<file path="src/rtl/load_store_unit_if.sv">
// load_store_unit_if -- memory-bus side of the load/store unit.
// The master modport belongs to the unit; the slave modport to the memory/bus model.
interface load_store_unit_if;
  logic        bus_req;
  logic        bus_we;
  logic [31:0] bus_addr;
  logic [31:0] bus_wdata;
  logic [3:0]  bus_be;
  logic        bus_ack;
  logic [31:0] bus_rdata;

  modport master (
    output bus_req, bus_we, bus_addr, bus_wdata, bus_be,
    input  bus_ack, bus_rdata
  );

  modport slave (
    input  bus_req, bus_we, bus_addr, bus_wdata, bus_be,
    output bus_ack, bus_rdata
  );
endinterface

</file>
<file path="src/rtl/load_store_unit.sv">
// load_store_unit -- single-outstanding load/store unit between a core and a
// request/acknowledge memory bus. Sub-word stores are lane-replicated; loads
// are lane-selected and sign/zero-extended. A wait counter aborts an access
// that is not acknowledged within MAX_WAIT cycles and pulses err.
// Optional feature: define LSU_MISALIGN_TRAP_EN to fault misaligned half/word
// accesses instead of silently aligning them.
module load_store_unit #(
  parameter int unsigned MAX_WAIT = 16
) (
  input  logic        clk,
  input  logic        reset,
  input  logic        mem_en,
  input  logic        mem_we,
  input  logic [2:0]  funct3,
  input  logic [31:0] addr,
  input  logic [31:0] wdata,
  output logic [31:0] rdata,
  output logic        stall,
  output logic        err,
  load_store_unit_if.master mem
);

  localparam logic [7:0] MAX_WAIT_C = 8'(MAX_WAIT);

  // Access size codes kept in the latched request.
  localparam logic [1:0] SZ_BYTE = 2'd0;
  localparam logic [1:0] SZ_HALF = 2'd1;
  localparam logic [1:0] SZ_WORD = 2'd2;

  typedef enum logic [1:0] {
    ST_IDLE   = 2'd0,
    ST_ACCESS = 2'd1,
    ST_DONE   = 2'd2
  } state_t;

  state_t      state_q;
  logic [7:0]  wait_q;
  logic        bus_req_q;
  logic        bus_we_q;
  logic [31:0] bus_addr_q;
  logic [31:0] bus_wdata_q;
  logic [3:0]  bus_be_q;
  logic [31:0] rdata_q;
  logic        err_q;
  logic        req_we_q;
  logic [1:0]  req_size_q;
  logic        req_uns_q;
  logic [1:0]  req_off_q;

  logic        is_byte;
  logic        is_half;
  logic [1:0]  size_d;
  logic [3:0]  be_d;
  logic [31:0] wdata_d;
  logic        trap;
  logic        in_idle;
  logic        in_access;

  // Lane select plus extension of the acknowledged bus word.
  function automatic logic [31:0] load_extend(input logic [31:0] word,
                                              input logic [1:0]  size,
                                              input logic        uns,
                                              input logic [1:0]  off);
    logic [7:0]  b;
    logic [15:0] h;
    logic [31:0] r;
    case (off)
      2'd0:    b = word[7:0];
      2'd1:    b = word[15:8];
      2'd2:    b = word[23:16];
      default: b = word[31:24];
    endcase
    h = off[1] ? word[31:16] : word[15:0];
    if (size == SZ_BYTE) begin
      r = uns ? {24'd0, b} : {{24{b[7]}}, b};
    end else if (size == SZ_HALF) begin
      r = uns ? {16'd0, h} : {{16{h[15]}}, h};
    end else begin
      r = word;
    end
    return r;
  endfunction

  // funct3 011/110/111 fall through to word along with 010.
  assign is_byte = (funct3[1:0] == 2'b00);
  assign is_half = (funct3[1:0] == 2'b01);

  // Decode the incoming request into size, byte enables and replicated store data.
  always_comb begin
    size_d  = SZ_WORD;
    be_d    = 4'b1111;
    wdata_d = wdata;
    if (is_byte) begin
      size_d  = SZ_BYTE;
      be_d    = 4'b0001 << addr[1:0];
      wdata_d = {4{wdata[7:0]}};
    end else if (is_half) begin
      size_d  = SZ_HALF;
      be_d    = addr[1] ? 4'b1100 : 4'b0011;
      wdata_d = {2{wdata[15:0]}};
    end
  end

`ifdef LSU_MISALIGN_TRAP_EN
  // Halfword needs addr[0]==0, word needs addr[1:0]==0; bytes never fault.
  assign trap = (is_half & addr[0]) | (~is_byte & ~is_half & (addr[1:0] != 2'b00));
`else
  // Low address bits are simply dropped for half/word accesses.
  assign trap = 1'b0;
`endif

  assign in_idle   = (state_q == ST_IDLE);
  assign in_access = (state_q == ST_ACCESS);

  // Stall is gated by reset so an abandoned access releases the core at once.
  assign stall = reset & ((in_idle & mem_en & ~trap) | in_access);
  // Timeout fault is registered into DONE; an alignment fault flags the request cycle itself.
  assign err   = err_q | (reset & in_idle & mem_en & trap);
  assign rdata = rdata_q;

  assign mem.bus_req   = bus_req_q;
  assign mem.bus_we    = bus_we_q;
  assign mem.bus_addr  = bus_addr_q;
  assign mem.bus_wdata = bus_wdata_q;
  assign mem.bus_be    = bus_be_q;

  // Access sequencer: latch request in IDLE, hold the bus in ACCESS, report in DONE.
  always_ff @(posedge clk or negedge reset) begin
    if (!reset) begin
      state_q     <= ST_IDLE;
      wait_q      <= 8'd0;
      bus_req_q   <= 1'b0;
      bus_we_q    <= 1'b0;
      bus_addr_q  <= 32'd0;
      bus_wdata_q <= 32'd0;
      bus_be_q    <= 4'd0;
      rdata_q     <= 32'd0;
      err_q       <= 1'b0;
      req_we_q    <= 1'b0;
      req_size_q  <= SZ_BYTE;
      req_uns_q   <= 1'b0;
      req_off_q   <= 2'd0;
    end else begin
      err_q <= 1'b0;
      case (state_q)
        ST_IDLE: begin
          if (mem_en) begin
            if (trap) begin
              rdata_q <= 32'd0;
            end else begin
              state_q     <= ST_ACCESS;
              wait_q      <= 8'd1;
              bus_req_q   <= 1'b1;
              bus_we_q    <= mem_we;
              bus_addr_q  <= {addr[31:2], 2'b00};
              bus_wdata_q <= wdata_d;
              bus_be_q    <= be_d;
              req_we_q    <= mem_we;
              req_size_q  <= size_d;
              req_uns_q   <= funct3[2];
              req_off_q   <= addr[1:0];
            end
          end
        end
        ST_ACCESS: begin
          // Acknowledge wins over a timeout landing on the same cycle.
          if (mem.bus_ack) begin
            state_q   <= ST_DONE;
            wait_q    <= 8'd0;
            bus_req_q <= 1'b0;
            rdata_q   <= req_we_q ? 32'd0
                                  : load_extend(mem.bus_rdata, req_size_q, req_uns_q, req_off_q);
          end else if (wait_q == MAX_WAIT_C) begin
            state_q   <= ST_DONE;
            wait_q    <= 8'd0;
            bus_req_q <= 1'b0;
            rdata_q   <= 32'd0;
            err_q     <= 1'b1;
          end else begin
            wait_q <= wait_q + 8'd1;
          end
        end
        ST_DONE: begin
          state_q <= ST_IDLE;
        end
        default: begin
          state_q <= ST_IDLE;
        end
      endcase
    end
  end

endmodule

</file>
<file path="src/flat_wrapper.sv">
// flat-port wrapper written by rule: the top's interface ports become plain ports
module load_store_unit_flat 
#(
  parameter int unsigned MAX_WAIT = 16
)
  (clk, reset, mem_en, mem_we, funct3, addr, wdata, rdata, stall, err, mem_bus_req, mem_bus_we, mem_bus_addr, mem_bus_wdata, mem_bus_be, mem_bus_ack, mem_bus_rdata);
  load_store_unit_if mem_i ();
  input  logic clk;
  input  logic reset;
  input  logic mem_en;
  input  logic mem_we;
  input  logic [2:0] funct3;
  input  logic [31:0] addr;
  input  logic [31:0] wdata;
  output logic [31:0] rdata;
  output logic stall;
  output logic err;
  output wire logic [$bits(mem_i.bus_req)-1:0] mem_bus_req;
  output wire logic [$bits(mem_i.bus_we)-1:0] mem_bus_we;
  output wire logic [$bits(mem_i.bus_addr)-1:0] mem_bus_addr;
  output wire logic [$bits(mem_i.bus_wdata)-1:0] mem_bus_wdata;
  output wire logic [$bits(mem_i.bus_be)-1:0] mem_bus_be;
  input wire logic [$bits(mem_i.bus_ack)-1:0] mem_bus_ack;
  input wire logic [$bits(mem_i.bus_rdata)-1:0] mem_bus_rdata;
  assign mem_bus_req = mem_i.bus_req;
  assign mem_bus_we = mem_i.bus_we;
  assign mem_bus_addr = mem_i.bus_addr;
  assign mem_bus_wdata = mem_i.bus_wdata;
  assign mem_bus_be = mem_i.bus_be;
  assign mem_i.bus_ack = mem_bus_ack;
  assign mem_i.bus_rdata = mem_bus_rdata;
  load_store_unit #(.MAX_WAIT(MAX_WAIT)) u_core (.clk(clk), .reset(reset), .mem_en(mem_en), .mem_we(mem_we), .funct3(funct3), .addr(addr), .wdata(wdata), .rdata(rdata), .stall(stall), .err(err), .mem(mem_i));
endmodule
</file>
<file path="config.mk">
export PLATFORM = sky130hd
export DESIGN_NAME = load_store_unit_flat
export DESIGN_NICKNAME = d
export VERILOG_FILES = /design/src/rtl/load_store_unit_if.sv /design/src/rtl/load_store_unit.sv /design/src/flat_wrapper.sv
export SDC_FILE = /design/constraint.sdc
export NUM_CORES = 1
export LEC_CHECK = 0
export CAP_MARGIN = 10
export CORE_MARGIN = 4
export CORE_UTILIZATION = 33
export DETAILED_ROUTE_END_ITERATION = 8
export GPL_ROUTABILITY_DRIVEN = 0
export GPL_TIMING_DRIVEN = 0
export SLEW_MARGIN = 40
export SYNTH_ARGS = -nofsm -noshare
export SYNTH_HDL_FRONTEND = slang
export SYNTH_SLANG_ARGS = --single-unit
</file>
<file path="constraint.sdc">
create_clock -name clk -period 2 [get_ports clk]
set_input_delay 0.2 -clock clk [delete_from_list [all_inputs] [get_ports clk]]
set_output_delay 0.2 -clock clk [all_outputs]
set_load 0.01 [all_outputs]
</file>
==> results.sh <==
export IMPL_initial_utilization_pct=34.1
export IMPL_routed_via_count=5096
export IMPL_synthTopCellsByArea="dfrtp_1 53%, nand2_1 11%, mux2i_1 4.6%"
export IMPL_fin_nets=903
export IMPL_ys_seq_area_share_pct=53.0
export IMPL_min_path_type="primary input to flop"
export IMPL_drc=0
export IMPL_critPathMaxStageDelay_ns=0.55
export IMPL_layout_drive_gt1_share_pct=8.52
export IMPL_clk_pin_slew_worst_paths_ns=0.06
export IMPL_syn_avg_cell_area_um2=9.70
export IMPL_peakVddDrop_uv=691
export IMPL_die_x_um=137
export IMPL_synth_edf_count=0
export IMPL_multi_input_area_um2=2380
export IMPL_grt_pass1_vias=5397
export IMPL_cp_slowest_cell="or4b_4"
export IMPL_switchingPower_uw=3980
export IMPL_wire_per_inst_um=17.9
export IMPL_drtIter0Drc=248
export IMPL_crit_path_end_kind="flop"
export IMPL_p_int_uw=8090
export IMPL_cp_top_family="simple AND/OR/NAND/NOR gates"
export IMPL_setup_violations=1
export IMPL_use_met2_pct=31.3
export IMPL_path_class="flop to flop"
export IMPL_pwr_share_clk_pct=27.8
export IMPL_met1_usage_pct=24.7
export IMPL_cts_root_buffer="clkbuf_16"
export IMPL_portBuffers=204
export IMPL_hp_start="addr[25]"
export IMPL_grt_pass1_wl_um=28900
export IMPL_syn_area_um2=5480
export IMPL_hold_viol=0
export IMPL_cts_max_level=4
export IMPL_overflow=0
export IMPL_cap_viol_max_count=0
export IMPL_max_clock_freq_ghz=0.498
export IMPL_synth_top_flop_cell="dfrtp_1"
export IMPL_cts_sinks=116
export IMPL_met3_usage_pct=9.45
export IMPL_seqCellArea_um2=2900
export IMPL_grt_max_degree=67
export IMPL_period_share_pct=100
export IMPL_vias_per_cell=4.97
export IMPL_powerDensity_nw_per_um2=1400
export IMPL_yosys_area_top_type="dfrtp_1"
export IMPL_hpwl_um=13700
export IMPL_skew_ns=0.00981
export IMPL_outcome="finished with violations"
export IMPL_switching_share_pct=33.0
export IMPL_combinationalPowerShare_pct=40.3
export IMPL_synth_distinct_cells=45
export IMPL_yosysTopAreaCellShare_pct=53.0
export IMPL_cts_tree="done"
export IMPL_antenna_found_initial=0
export IMPL_synth_seq_cells=116
export IMPL_die_y_um=137
export IMPL_dr_pass1_iters=4
export IMPL_r2r_end="u_core.rdata[8]"
export IMPL_crit_reg2reg_launch="u_core.wait_q[3]"
export IMPL_synth_async_reset_ratio_pct=100
export IMPL_worst_setup_path_start_kind="flop"
export IMPL_failed_checks="negative setup slack"
export IMPL_fin_ws_ns=-0.00856
export IMPL_clk_path_buf_depth=2
export IMPL_arrival_ns=2.31
export IMPL_syn_to_final_growth_pct=56.8
export IMPL_crit_chain="or4b_4 -> nor4b_4 -> o21ai_4 -> buf_6 -> a22o_1"
export IMPL_p_leak_uw=0.00378
export IMPL_cp_data_required_time_ns=2.30
export IMPL_tightest_slew_ns=0.692
export IMPL_top_usage_layer="met2"
export IMPL_dieArea_um2=18700
export IMPL_crit_fanout=10
export IMPL_drt_antenna_violating_nets=0
export IMPL_fin_util_pct=53.5
export IMPL_rrSetupSlack_ns=-0.009
export IMPL_grt_usage_pct=20.1
export IMPL_diodes=0
export IMPL_cp_startpoint="u_core.wait_q[3]"
export IMPL_path_buf_inv=1
export IMPL_synth_warnings=0
export IMPL_fillers=1428
export IMPL_worstSkewPairLatency_ns=0.42
export IMPL_yosysMostFrequentCell="nand2_1"
export IMPL_worst_hold_path_endpoint="u_core.mem.bus_addr[25]"
export IMPL_hold_depth=3
export IMPL_seq_power_share_pct=31.8
export IMPL_fin_crit_ns=2.01
export IMPL_ios=208
export IMPL_std_cell_rows=46
export IMPL_syn_inst=565
export IMPL_rr_worst_depth=5
export IMPL_rsz0062_at_grt="yes"
export IMPL_cts_buffers=17
export IMPL_wl_um=18400
export IMPL_ys_top_cells_by_count="156 x nand2_1, 116 x dfrtp_1, 30 x o21ai_0"
export IMPL_slew_headroom_pct=53.8
export IMPL_core_area_um2=16100
export IMPL_dpl_worst_slack_ns=-0.322
export IMPL_drv_slew=0
[sequential cells by signal, indices dropped and copies added (netlist names), 2 cells and up]
register / count
u_core.state_q: 2
u_core.mem.bus_addr: 30
u_core.wait_q: 8
u_core.req_size_q: 2
u_core.mem.bus_be: 4
u_core.rdata: 32
u_core.mem.bus_wdata: 32
u_core.req_off_q: 2
[stage by stage]
step / hold WS [ns] / std cells / area, um^2 / power (uW) / TNS (ns)
2_1_floorplan: -0.0956 / 566 / 5490 / 6010 / 0
3_3_place_gp: 0.459 / 986 / 7800 / 8640 / -466.18
3_5_place_dp: 0.147 / 987 / 7830 / 8720 / -5.31
4_1_cts: 0.293 / 1023 / 8550 / 12200 / 0
5_1_grt: 0.306 / 1026 / 8600 / 12800 / -2.13
6_report: 0.303 / 1026 / 8600 / 12100 / -0.00856
[worst max-delay path by stage]
stage	cells after the start	end	slack, ns
6_report	5	u_core.rdata[8]	-0.009
5_1_grt	5	u_core.rdata[8]	-0.1
2_1_floorplan	5	u_core.rdata[30]	0.17
4_1_cts	3	stall	0.003
3_3_place_gp	1	u_core.mem.bus_addr[28]	-3.95
3_5_place_dp	4	u_core.rdata[8]	-0.32
[timing repair]
action	in CTS	in global routing
pin swaps	0	2
endpoints found under the setup margin	19	42
hold buffers	2	0
resized for setup	3	6
hold endpoints to repair	50	0
buffers inserted	2	4
[area by class of cell]
| cell class | instances | area share [%] |
|---|---|---|
| buffer | 38 | 2.11 |
| sequential | 116 | 33.8 |
| tap | 216 | 3.14 |
| multi-input combinational | 397 | 27.7 |
| clock buffer | 18 | 5.11 |
| timing repair buffer | 213 | 25.1 |
| inverter | 14 | 0.611 |
| clock inverter | 14 | 2.43 |
[cell families after synthesis]
| logic type | after synthesis | synth area share [%] |
|---|---|---|
| simple gates | 237 | 19.1 |
| compound gates | 120 | 15.0 |
| xor+xnor | 3 | 0.479 |
| other cells | 1 | 0.0684 |
| flops | 116 | 53.0 |
| mux | 33 | 7.65 |
| buf+inv | 53 | 4.31 |
| fa+ha+maj | 2 | 0.456 |
[power groups by stage]
stage	Sequential [uW]	Clock, uW	Combinational [uW]
4_1_cts	3850	3410	4920
2_1_floorplan	4180	0	1830
5_1_grt	3980	3520	5320
6_report	3840	3360	4870
3_3_place_gp	3840	0	4790
3_5_place_dp	3870	0	4850
[placed cells by master (no fill, tap or decap), types with 3 or more instances in the layout]
| cell | synthesis | layout |
|---|---|---|
| clkinvlp_4 | 0 | 4 |
| o22ai_1 | 15 | 15 |
| dfrtp_1 | 116 | 115 |
| clkinv_2 | 0 | 4 |
| o2bb2ai_1 | 7 | 7 |
| buf_1 | 4 | 4 |
| bufinv_16 | 0 | 5 |
| mux4_2 | 7 | 7 |
| buf_2 | 3 | 3 |
| clkbuf_16 | 0 | 17 |
| buf_6 | 3 | 3 |
| inv_1 | 13 | 13 |
| nor2_1 | 22 | 21 |
| o21ai_0 | 30 | 30 |
| nand2_1 | 156 | 156 |
| buf_4 | 3 | 9 |
| clkdlybuf4s50_1 | 0 | 203 |
| a22o_1 | 25 | 25 |
| a21oi_1 | 20 | 20 |
| nor3_1 | 15 | 15 |
| a31oi_1 | 4 | 3 |
| clkbuf_1 | 26 | 24 |
| nand3_1 | 3 | 3 |
| mux2i_1 | 25 | 25 |
| a221o_1 | 7 | 7 |
| xnor2_1 | 3 | 3 |
| nand2b_1 | 20 | 20 |
| nor2b_1 | 9 | 9 |
| nand3b_1 | 3 | 3 |
[metal layers]
metal	wire length (um)	up-vias
li1	-	2412
met1	7530	2441
met2	8390	223
met3	2170	20
met4	287	0
met5	0	-
[worst register-to-register path: cells and delay by family (launching register included)]
kind,cells,cell delay (ns)
AO/OA/AOI/OAI,2,0.38
buffers and inverters,1,0.17
flip-flops,1,0.43
AND/OR/NAND/NOR,2,0.93
(Power assumes the default switching activity.)
